--- src/rtl/dvi_tmds_encoder_pkg.sv ---
// Shared TMDS constants, types and small helpers for the DVI encoder.
// Used by tmds_channel_enc and dvi_tmds_encoder.
package dvi_tmds_encoder_pkg;

    localparam int SYM_W  = 10;
    localparam int DATA_W = 8;
    localparam int CNT_W  = 5;

    localparam logic [SYM_W-1:0] TMDS_CTRL_00   = 10'b1101010100;
    localparam logic [SYM_W-1:0] TMDS_CTRL_01   = 10'b0010101011;
    localparam logic [SYM_W-1:0] TMDS_CTRL_10   = 10'b0101010100;
    localparam logic [SYM_W-1:0] TMDS_CTRL_11   = 10'b1010101011;
    localparam logic [SYM_W-1:0] TMDS_RESET_SYM = TMDS_CTRL_00;

    typedef logic signed [CNT_W-1:0] cnt_t;

    // First pipeline stage: transition-minimised word plus the control info riding with it.
    typedef struct packed {
        logic       de;
        logic [1:0] c;
        logic [8:0] qm;
    } stage1_t;

    function automatic logic [3:0] ones8(input logic [DATA_W-1:0] v);
        logic [3:0] s;
        s = '0;
        for (int i = 0; i < DATA_W; i++) begin
            s = s + {3'b000, v[i]};
        end
        return s;
    endfunction

    function automatic logic [SYM_W-1:0] ctrl_symbol(input logic [1:0] c);
        logic [SYM_W-1:0] sym;
        case (c)
            2'b00:   sym = TMDS_CTRL_00;
            2'b01:   sym = TMDS_CTRL_01;
            2'b10:   sym = TMDS_CTRL_10;
            default: sym = TMDS_CTRL_11;
        endcase
        return sym;
    endfunction

endpackage

--- src/rtl/tmds_channel_enc.sv ---
// One TMDS channel: stage 1 builds q_m, stage 2 DC-balances it against the
// running disparity count (or emits a control code during blanking).
module tmds_channel_enc
    import dvi_tmds_encoder_pkg::*;
(
    input  logic              clk,
    input  logic              rst_n,
    input  logic              de,
    input  logic [DATA_W-1:0] d,
    input  logic [1:0]        c,
    output logic [SYM_W-1:0]  q
);

    stage1_t          s1;
    stage1_t          s1_next;
    cnt_t             cnt;
    cnt_t             cnt_next;
    logic [SYM_W-1:0] q_next;

    logic [3:0] n1d;
    logic       use_xnor;
    logic       chain;

    logic [3:0] n1q;
    logic       q8;
    cnt_t       ones_s;
    cnt_t       zeros_s;
    cnt_t       diff;
    cnt_t       two_q8;
    cnt_t       two_nq8;
    logic       cnt_pos;
    logic       cnt_neg;
    logic       diff_pos;
    logic       diff_neg;

    always_comb begin
        s1_next    = '0;
        s1_next.de = de;
        s1_next.c  = c;
        n1d        = ones8(d);
        use_xnor   = (n1d > 4'd4) || ((n1d == 4'd4) && !d[0]);
        chain      = d[0];
        s1_next.qm[0] = d[0];
        for (int i = 1; i < DATA_W; i++) begin
            chain = use_xnor ? ~(chain ^ d[i]) : (chain ^ d[i]);
            s1_next.qm[i] = chain;
        end
        s1_next.qm[8] = ~use_xnor;
    end

    // diff is (ones - zeros) of q_m[7:0]; everything fits comfortably in 5 signed bits.
    always_comb begin
        n1q      = ones8(s1.qm[7:0]);
        ones_s   = $signed({1'b0, n1q});
        zeros_s  = $signed({1'b0, 4'd8 - n1q});
        diff     = ones_s - zeros_s;
        q8       = s1.qm[8];
        two_q8   = $signed({3'b000, q8, 1'b0});
        two_nq8  = $signed({3'b000, ~q8, 1'b0});
        cnt_neg  = cnt[CNT_W-1];
        cnt_pos  = !cnt[CNT_W-1] && (cnt != '0);
        diff_neg = diff[CNT_W-1];
        diff_pos = !diff[CNT_W-1] && (diff != '0);

        q_next   = ctrl_symbol(s1.c);
        cnt_next = '0;
        if (s1.de) begin
            if ((cnt == '0) || (diff == '0)) begin
                q_next   = {~q8, q8, (q8 ? s1.qm[7:0] : ~s1.qm[7:0])};
                cnt_next = q8 ? (cnt + diff) : (cnt - diff);
            end else if ((cnt_pos && diff_pos) || (cnt_neg && diff_neg)) begin
                q_next   = {1'b1, q8, ~s1.qm[7:0]};
                cnt_next = cnt + two_q8 - diff;
            end else begin
                q_next   = {1'b0, q8, s1.qm[7:0]};
                cnt_next = cnt + diff - two_nq8;
            end
        end
    end

    always_ff @(posedge clk) begin
        if (!rst_n) begin
            s1  <= '0;
            q   <= TMDS_RESET_SYM;
            cnt <= '0;
        end else begin
            s1  <= s1_next;
            q   <= q_next;
            cnt <= cnt_next;
        end
    end

endmodule

--- src/rtl/dvi_tmds_encoder.sv ---
// DVI TMDS encoder top: routes syncs onto the blue channel and instantiates three channel encoders.
// Define TMDS_SYNC_INVERT_EN to invert hsync/vsync before encoding (active-low sync timings).
module dvi_tmds_encoder
    import dvi_tmds_encoder_pkg::*;
(
    input  logic              clk,
    input  logic              rst_n,
    input  logic              de,
    input  logic [DATA_W-1:0] r,
    input  logic [DATA_W-1:0] g,
    input  logic [DATA_W-1:0] b,
    input  logic              hsync,
    input  logic              vsync,
    output logic [SYM_W-1:0]  tmds_r,
    output logic [SYM_W-1:0]  tmds_g,
    output logic [SYM_W-1:0]  tmds_b
);

    logic [1:0] c_blue;

`ifdef TMDS_SYNC_INVERT_EN
    assign c_blue = {~vsync, ~hsync};
`else
    assign c_blue = {vsync, hsync};
`endif

    tmds_channel_enc u_enc_r (
        .clk   (clk),
        .rst_n (rst_n),
        .de    (de),
        .d     (r),
        .c     (2'b00),
        .q     (tmds_r)
    );

    tmds_channel_enc u_enc_g (
        .clk   (clk),
        .rst_n (rst_n),
        .de    (de),
        .d     (g),
        .c     (2'b00),
        .q     (tmds_g)
    );

    tmds_channel_enc u_enc_b (
        .clk   (clk),
        .rst_n (rst_n),
        .de    (de),
        .d     (b),
        .c     (c_blue),
        .q     (tmds_b)
    );

endmodule

--- config.mk ---
export PLATFORM = sky130hd
export DESIGN_NAME = dvi_tmds_encoder
export DESIGN_NICKNAME = d
export VERILOG_FILES = /design/src/rtl/dvi_tmds_encoder_pkg.sv /design/src/rtl/tmds_channel_enc.sv /design/src/rtl/dvi_tmds_encoder.sv
export SDC_FILE = /design/constraint.sdc
export NUM_CORES = 1
export LEC_CHECK = 0
export CAP_MARGIN = 5
export CORE_MARGIN = 5
export CORE_UTILIZATION = 40
export DETAILED_ROUTE_END_ITERATION = 7
export HOLD_SLACK_MARGIN = 0.06
export SYNTH_ARGS = -nofsm -noshare
export SYNTH_HDL_FRONTEND = slang
export SYNTH_HIERARCHICAL = 1
export SYNTH_SLANG_ARGS = --single-unit
--- constraint.sdc ---
create_clock -name clk -period 7 [get_ports clk]
set_input_delay 1.4 -clock clk [delete_from_list [all_inputs] [get_ports clk]]
set_output_delay 1.4 -clock clk [all_outputs]
set_load 0.005 [all_outputs]
[Yosys cells after proc, flatten, opt, wreduce, memory -nomap -nowiden]
Cells that the tools add are included.
Storage, ports and cells
  bits in registers: 75
  latch bits: 0
  bits in writable memories: 0
  ROM bits: 0
  bits of input ports: 29
  logic and storage cells: 231
  memories: 0
Operators by class
  add/sub/neg operators: 63
  multiply operators: 0
  div/mod/pow operators: 0
  $lt $le $gt $ge: 3
  equality and inequality tests: 9
  shift-type cells: 0
  mux-type cells: 45
  bitwise operators: 51
  reduce and logical (&&, ||, !) cells: 49
Operators by type and width (count)
  $add 4x1->4: 36
  $mux 10: 9
  $pmux 10 s3: 3
  $mux 5: 9
  $logic_not 5->1: 6
  $reduce_bool 5->1: 6
  $sub 5x5->5: 6
  $not 1->1: 27
  $mux 8: 3
  $not 8->8: 3
  $mux 1: 21
  $xor 1x1->1: 21
  $add 5x3->5: 3
  $add 5x5->5: 3
  $logic_and 1x1->1: 15
  $sub 4x4->5: 3
  $sub 5x3->5: 3
  $add 1x1->2: 6
  $eq 4x3->1 const B: 3
  $gt 4x3->1 const B: 3
  $sub 4x4->4 const A: 3
  $logic_not 1->1: 9
  $logic_or 1x1->1: 9
  $eq 2x1->1 const AB: 2
  6 further kinds: 8

[Depth between registers and ports, before layout]
  word-level depth: 29
  gate-level depth with buffers: 20
  gate-level depth less buffers: 20

[Modules after synthesis]
Netlist, hierarchy kept.
Modules (own cells, without submodules)
  tmds_channel_enc (u_enc_g ...): times used 2, cells each 241, area an instance 2189.6 µm², seq. area each 540.5 µm²
  tmds_channel_enc (u_enc_b): times used 1, cells each 230, area an instance 2227.1 µm², seq. area each 540.5 µm²
  dvi_tmds_encoder: times used 1, cells each 1, area an instance 3.8 µm², seq. area each 0.0 µm²

[Worst setup path after synthesis]
Ideal clock, no wire load.
  path type: flip-flop to flip-flop
  from: register u_enc_g/s1[0] in the netlist's numbering
  to: register u_enc_g.q[6]
  library setup time: 0.122 ns
  data arrival time: 4.899 ns
  setup slack: 1.979 ns
  cell stages (with the launch flop): 20
  buffers on the path: 1
  period minus slack after synthesis: 5.021 ns
  cell sequence: dfxtp_1 > inv_1 > fa_1 > fa_1 > fa_1 > inv_1 > ha_1 > fa_1 > nor2_1 > inv_1 > ha_1 > nand2_1 > nor3_1 > nor4_4 > inv_1 > ha_1 > a211oi_4 > buf_6 > nor4b_2 > a311o_1
On the way
  cells in the longest elaborated chain, start to end: 16
  elaborated cells on any way between the ends: 20
Ends and longest elaborated chain
  from (decl): line tmds_channel_enc.sv:14  | stage1_t s1;
  from (signal assigned): line tmds_channel_enc.sv:87  | s1 <= s1_next;
  $add 1x1->2 *: line dvi_tmds_encoder_pkg.sv:28  | s = s + {3'b000, v[i]};
  $add 4x1->4 * (6 in a row): line dvi_tmds_encoder_pkg.sv:28
  $sub 4x4->4: line tmds_channel_enc.sv:55  | zeros_s = $signed({1'b0, 4'd8 - n1q});
  $sub 4x4->5 *: line tmds_channel_enc.sv:56  | diff = ones_s - zeros_s;
  $reduce_bool 5->1 or $logic_not 1->1 (tied branches): line tmds_channel_enc.sv:63  | diff_pos = !diff[CNT_W-1] && (diff != '0);
  $logic_and 1x1->1: line tmds_channel_enc.sv:63
  $logic_and 1x1->1: line tmds_channel_enc.sv:71  | end else if ((cnt_pos && diff_pos) || (cnt_neg && diff_neg)) begin
  $logic_or 1x1->1: line tmds_channel_enc.sv:71
  $mux 10: line tmds_channel_enc.sv:71
  $mux 10 *: line tmds_channel_enc.sv:68  | if ((cnt == '0) || (diff == '0)) begin
  $mux 10 *: line tmds_channel_enc.sv:67  | if (s1.de) begin
  to (signal assigned): line tmds_channel_enc.sv:88  | q <= q_next;
  to (decl): line tmds_channel_enc.sv:11  | output logic [SYM_W-1:0] q
Every way passes the cells marked *; elsewhere a longest branch is shown, timed or not.
A chain may end at the register's enable or synchronous reset.

[Final worst setup path]
  from: register u_enc_r/s1[0] in the netlist's numbering
  to: register u_enc_r.q[4]
On the way
  cells in the longest elaborated chain, start to end: 16
  elaborated cells on any way between the ends: 20
Ends and longest elaborated chain (line)
  from (decl): tmds_channel_enc.sv:14
  from (signal assigned): tmds_channel_enc.sv:87
  $add 1x1->2 *: dvi_tmds_encoder_pkg.sv:28
  $add 4x1->4 * (6 in a row): dvi_tmds_encoder_pkg.sv:28
  $sub 4x4->4: tmds_channel_enc.sv:55
  $sub 4x4->5 *: tmds_channel_enc.sv:56
  $reduce_bool 5->1 or $logic_not 1->1 (tied branches): tmds_channel_enc.sv:63
  $logic_and 1x1->1: tmds_channel_enc.sv:63
  $logic_and 1x1->1: tmds_channel_enc.sv:71
  $logic_or 1x1->1: tmds_channel_enc.sv:71
  $mux 10: tmds_channel_enc.sv:71
  $mux 10 *: tmds_channel_enc.sv:68
  $mux 10 *: tmds_channel_enc.sv:67
  to (signal assigned): tmds_channel_enc.sv:88
  to (decl): tmds_channel_enc.sv:11
Marks and branches as above.

==> impl_metrics.toml <==
[critical_path]
worstPathRequired_ns = 7.23
rr_startpoint = "u_enc_r/s1[0]"
cp.arrival_ns = 5.78
slowest_stage = "fa_1"
r2r_end = "u_enc_r/q[4]"
r2r_slack_ns = 1.44
crit_type = "flop to flop"
cpLargestDelayFamily = "adder cells"
setup.worst_path.start = "u_enc_r/s1[0]"
start_kind = "flop"
endpoint_kind = "flop"
cp_max_fo = 17
worstPathCellList = "inv_1 > fa_1 > fa_1 > fa_1 > inv_1 > ha_1 > fa_1 > nor2_1 > inv_1 > ha_1 > nand2_1 > nor3_1 > nor4_4 > inv_1 > ha_1 > a211oi_4 > nor4b_1 > a311o_1"
critPathMaxStageDelay_ns = 0.57
reg2reg_depth = 18
crit_buf_inv = 4

[global_route]
antenna_found_initial = 0
grt_pass1_vias = 5134
grt_max_degree = 40
track_usage = 0.151
gr-total-overflow = 0
grt_pass1_wl_um = 24300

[clock_network]
path_clk_slew_ns = 0.06
clk_latency_ns = 0.35
post-cts-setup-buffer-count = 0
numClockSinks = 81
cts_hold_buf = 0
clock-root-buffer = "clkbuf_16"
numCtsBuffers = 9
cts_max_level = 3
cts_tree = "done"
clk_path_buf_depth = 2
cts-resized-gates = 0

[sta]
skew_ns = 0.00850
fin_tns_setup_ns = 0
finalMaxSlewViolations = 0
max_freq_mhz = 180
final-setup-viol-count = 0
rsz0062_at_grt = "no"
slew_headroom = 0.400
fin_crit_ns = 5.56
timing.final.crit_share = 0.794
final_hold_viol_count = 0
tightestPinTransition_ns = 0.897

[hold_path]
hold_end = "u_enc_b/cnt[0]"
whs_path_depth = 1
hp-start = "u_enc_b/cnt[0]"
hold_class = "flop to flop"

[finish]
nNetsFinal = 913
drive_above_1_share = 0.0633
area_growth_pct = 16.3
n_antenna_cell = 0
nFillCells = 1569

[drt]
remaining_drc_errors = 0
drt_pre_antenna_iters = 5
routedWlPerCell_um = 13.9
vias_per_cell = 5.03
drt_iter0_drc = 264
dr_total_vias = 4999
finalWirelength_um = 13900
antenna_left = 0

[yosys]
yosys_warnings = 6
syn_area_sq_um = 6610
postSynthAreaPerCell_sq_um = 9.27
synth_edf_count = 0
yosysSeqAreaShare = 0.245
synthFlopType = "dfxtp_1"
synth.distinct_cells = 71
yosys_register_bits = 81
syn_inst = 713
synthArstFlopShare = 0

[floorplan]
start_util = 0.403
dieArea_sq_um = 19200
die_y_um = 139
fp-row-count = 47
core_sq_um = 16400
io_pins = 59
die_width_um = 139

[placement]
io_buffers = 58
finalWeightedCongestion = 0.883
dpl.hpwl_um = 11200

[flow_run]
cap_violations = 0

[run_status]
outcome = "completed"
[synthesized netlist by cell type (7+ instances only)]
master / instances / area (sq um)
ha_1: 75 / 938
nor3_1: 9 / 45.0
fa_1: 39 / 781
or4_1: 12 / 90.1
inv_1: 121 / 454
and2_1: 25 / 156
o21ai_0: 13 / 65.1
a31oi_1: 14 / 87.6
a21oi_1: 21 / 105
nand3_1: 31 / 155
xnor2_1: 42 / 368
o221ai_1: 7 / 61.3
a21o_1: 9 / 67.6
nand2_1: 21 / 78.8
nor2_1: 46 / 173
xor2_1: 17 / 149
dfxtp_1: 81 / 1620
clkbuf_1: 10 / 37.5
[layout by cell type (no fill, tap or decap), types with 21 or more instances in the layout]
master / synthesis / layout
xnor2_1: 42 / 42
ha_1: 75 / 75
nor2_1: 46 / 46
and2_1: 25 / 25
nand3_1: 31 / 31
inv_1: 121 / 121
dfxtp_1: 81 / 81
clkdlybuf4s50_1: 0 / 58
a21oi_1: 21 / 21
fa_1: 39 / 39
nand2_1: 21 / 21
[registers in the layout (all words and copies together) (netlist names), 5 cells and up]
register,cells
u_enc_r/s1,11
u_enc_r/cnt,5
u_enc_g/s1,11
u_enc_b/cnt,5
u_enc_r/q,10
u_enc_b/s1,11
u_enc_b/q,10
u_enc_g/q,10
u_enc_g/cnt,5
[cell type report]
cell class / instances / area (sq um) / share of cell area
multi-input combinational: 494 / 4440 / 0.577
sequential: 81 / 1620 / 0.211
timing repair buffer: 59 / 588 / 0.0765
inverter: 125 / 474 / 0.0617
tap: 220 / 275 / 0.0358
clock buffer: 9 / 225 / 0.0293
clock inverter: 6 / 65.1 / 0.00846
[kinds of logic after synthesis]
group	share of synthesized area
AOI/OAI and AO/OA	0.150
xor gates and xnor gates	0.0994
adders and majority gates	0.260
buffers and inverters	0.0850
DFF	0.245
muxes	0.00606
other	0.000567
and+or+nand+nor	0.154
[how the worst max path moves through the flow]
stage	slack, ns	depth (start not counted)	to
after global placement	1.61	13	u_enc_b/s1[7]
after global routing	1.05	18	u_enc_g/q[6]
after CTS	1.44	18	u_enc_g/q[4]
after detailed placement	1.48	18	u_enc_r/q[4]
after floorplan	1.98	19	u_enc_g/q[6]
final	1.44	18	u_enc_r/q[4]
[through the flow]
stage,area (sq um),hold slack [ns],utilization,instances,worst slack (ns)
detailed placement,7400,0.468,0.451,979,1.48
CTS,7690,0.487,0.469,994,1.44
finish,7690,0.484,0.469,994,1.44
global route,7690,0.494,0.469,994,1.05
global placement,7400,0.475,0.451,979,1.61
floorplan,6620,0.453,-,716,1.98
[worst register-to-register path, stage by stage, from the launching register on]
cell,delay (ns)
dfxtp_1,0.36
inv_1,0.07
fa_1,0.55
fa_1,0.42
fa_1,0.49
inv_1,0.04
ha_1,0.20
fa_1,0.57
nor2_1,0.32
inv_1,0.08
ha_1,0.36
nand2_1,0.10
nor3_1,0.06
nor4_4,0.41
inv_1,0.13
ha_1,0.27
a211oi_4,0.52
nor4b_1,0.13
a311o_1,0.35
[routing by layer]
layer	part of all wire	up-vias	wire length, um	global-route usage
met5	0	-	0	0
met4	0.020	0	277	0.0536
met3	0.034	21	475	0.0241
met2	0.49	87	6820	0.261
met1	0.45	2383	6280	0.190
li1	-	2508	-	-
Power is left out: the tool's default activity adds up to more than one toggle a clock period on the data nets, which glitch-free logic cannot reach.
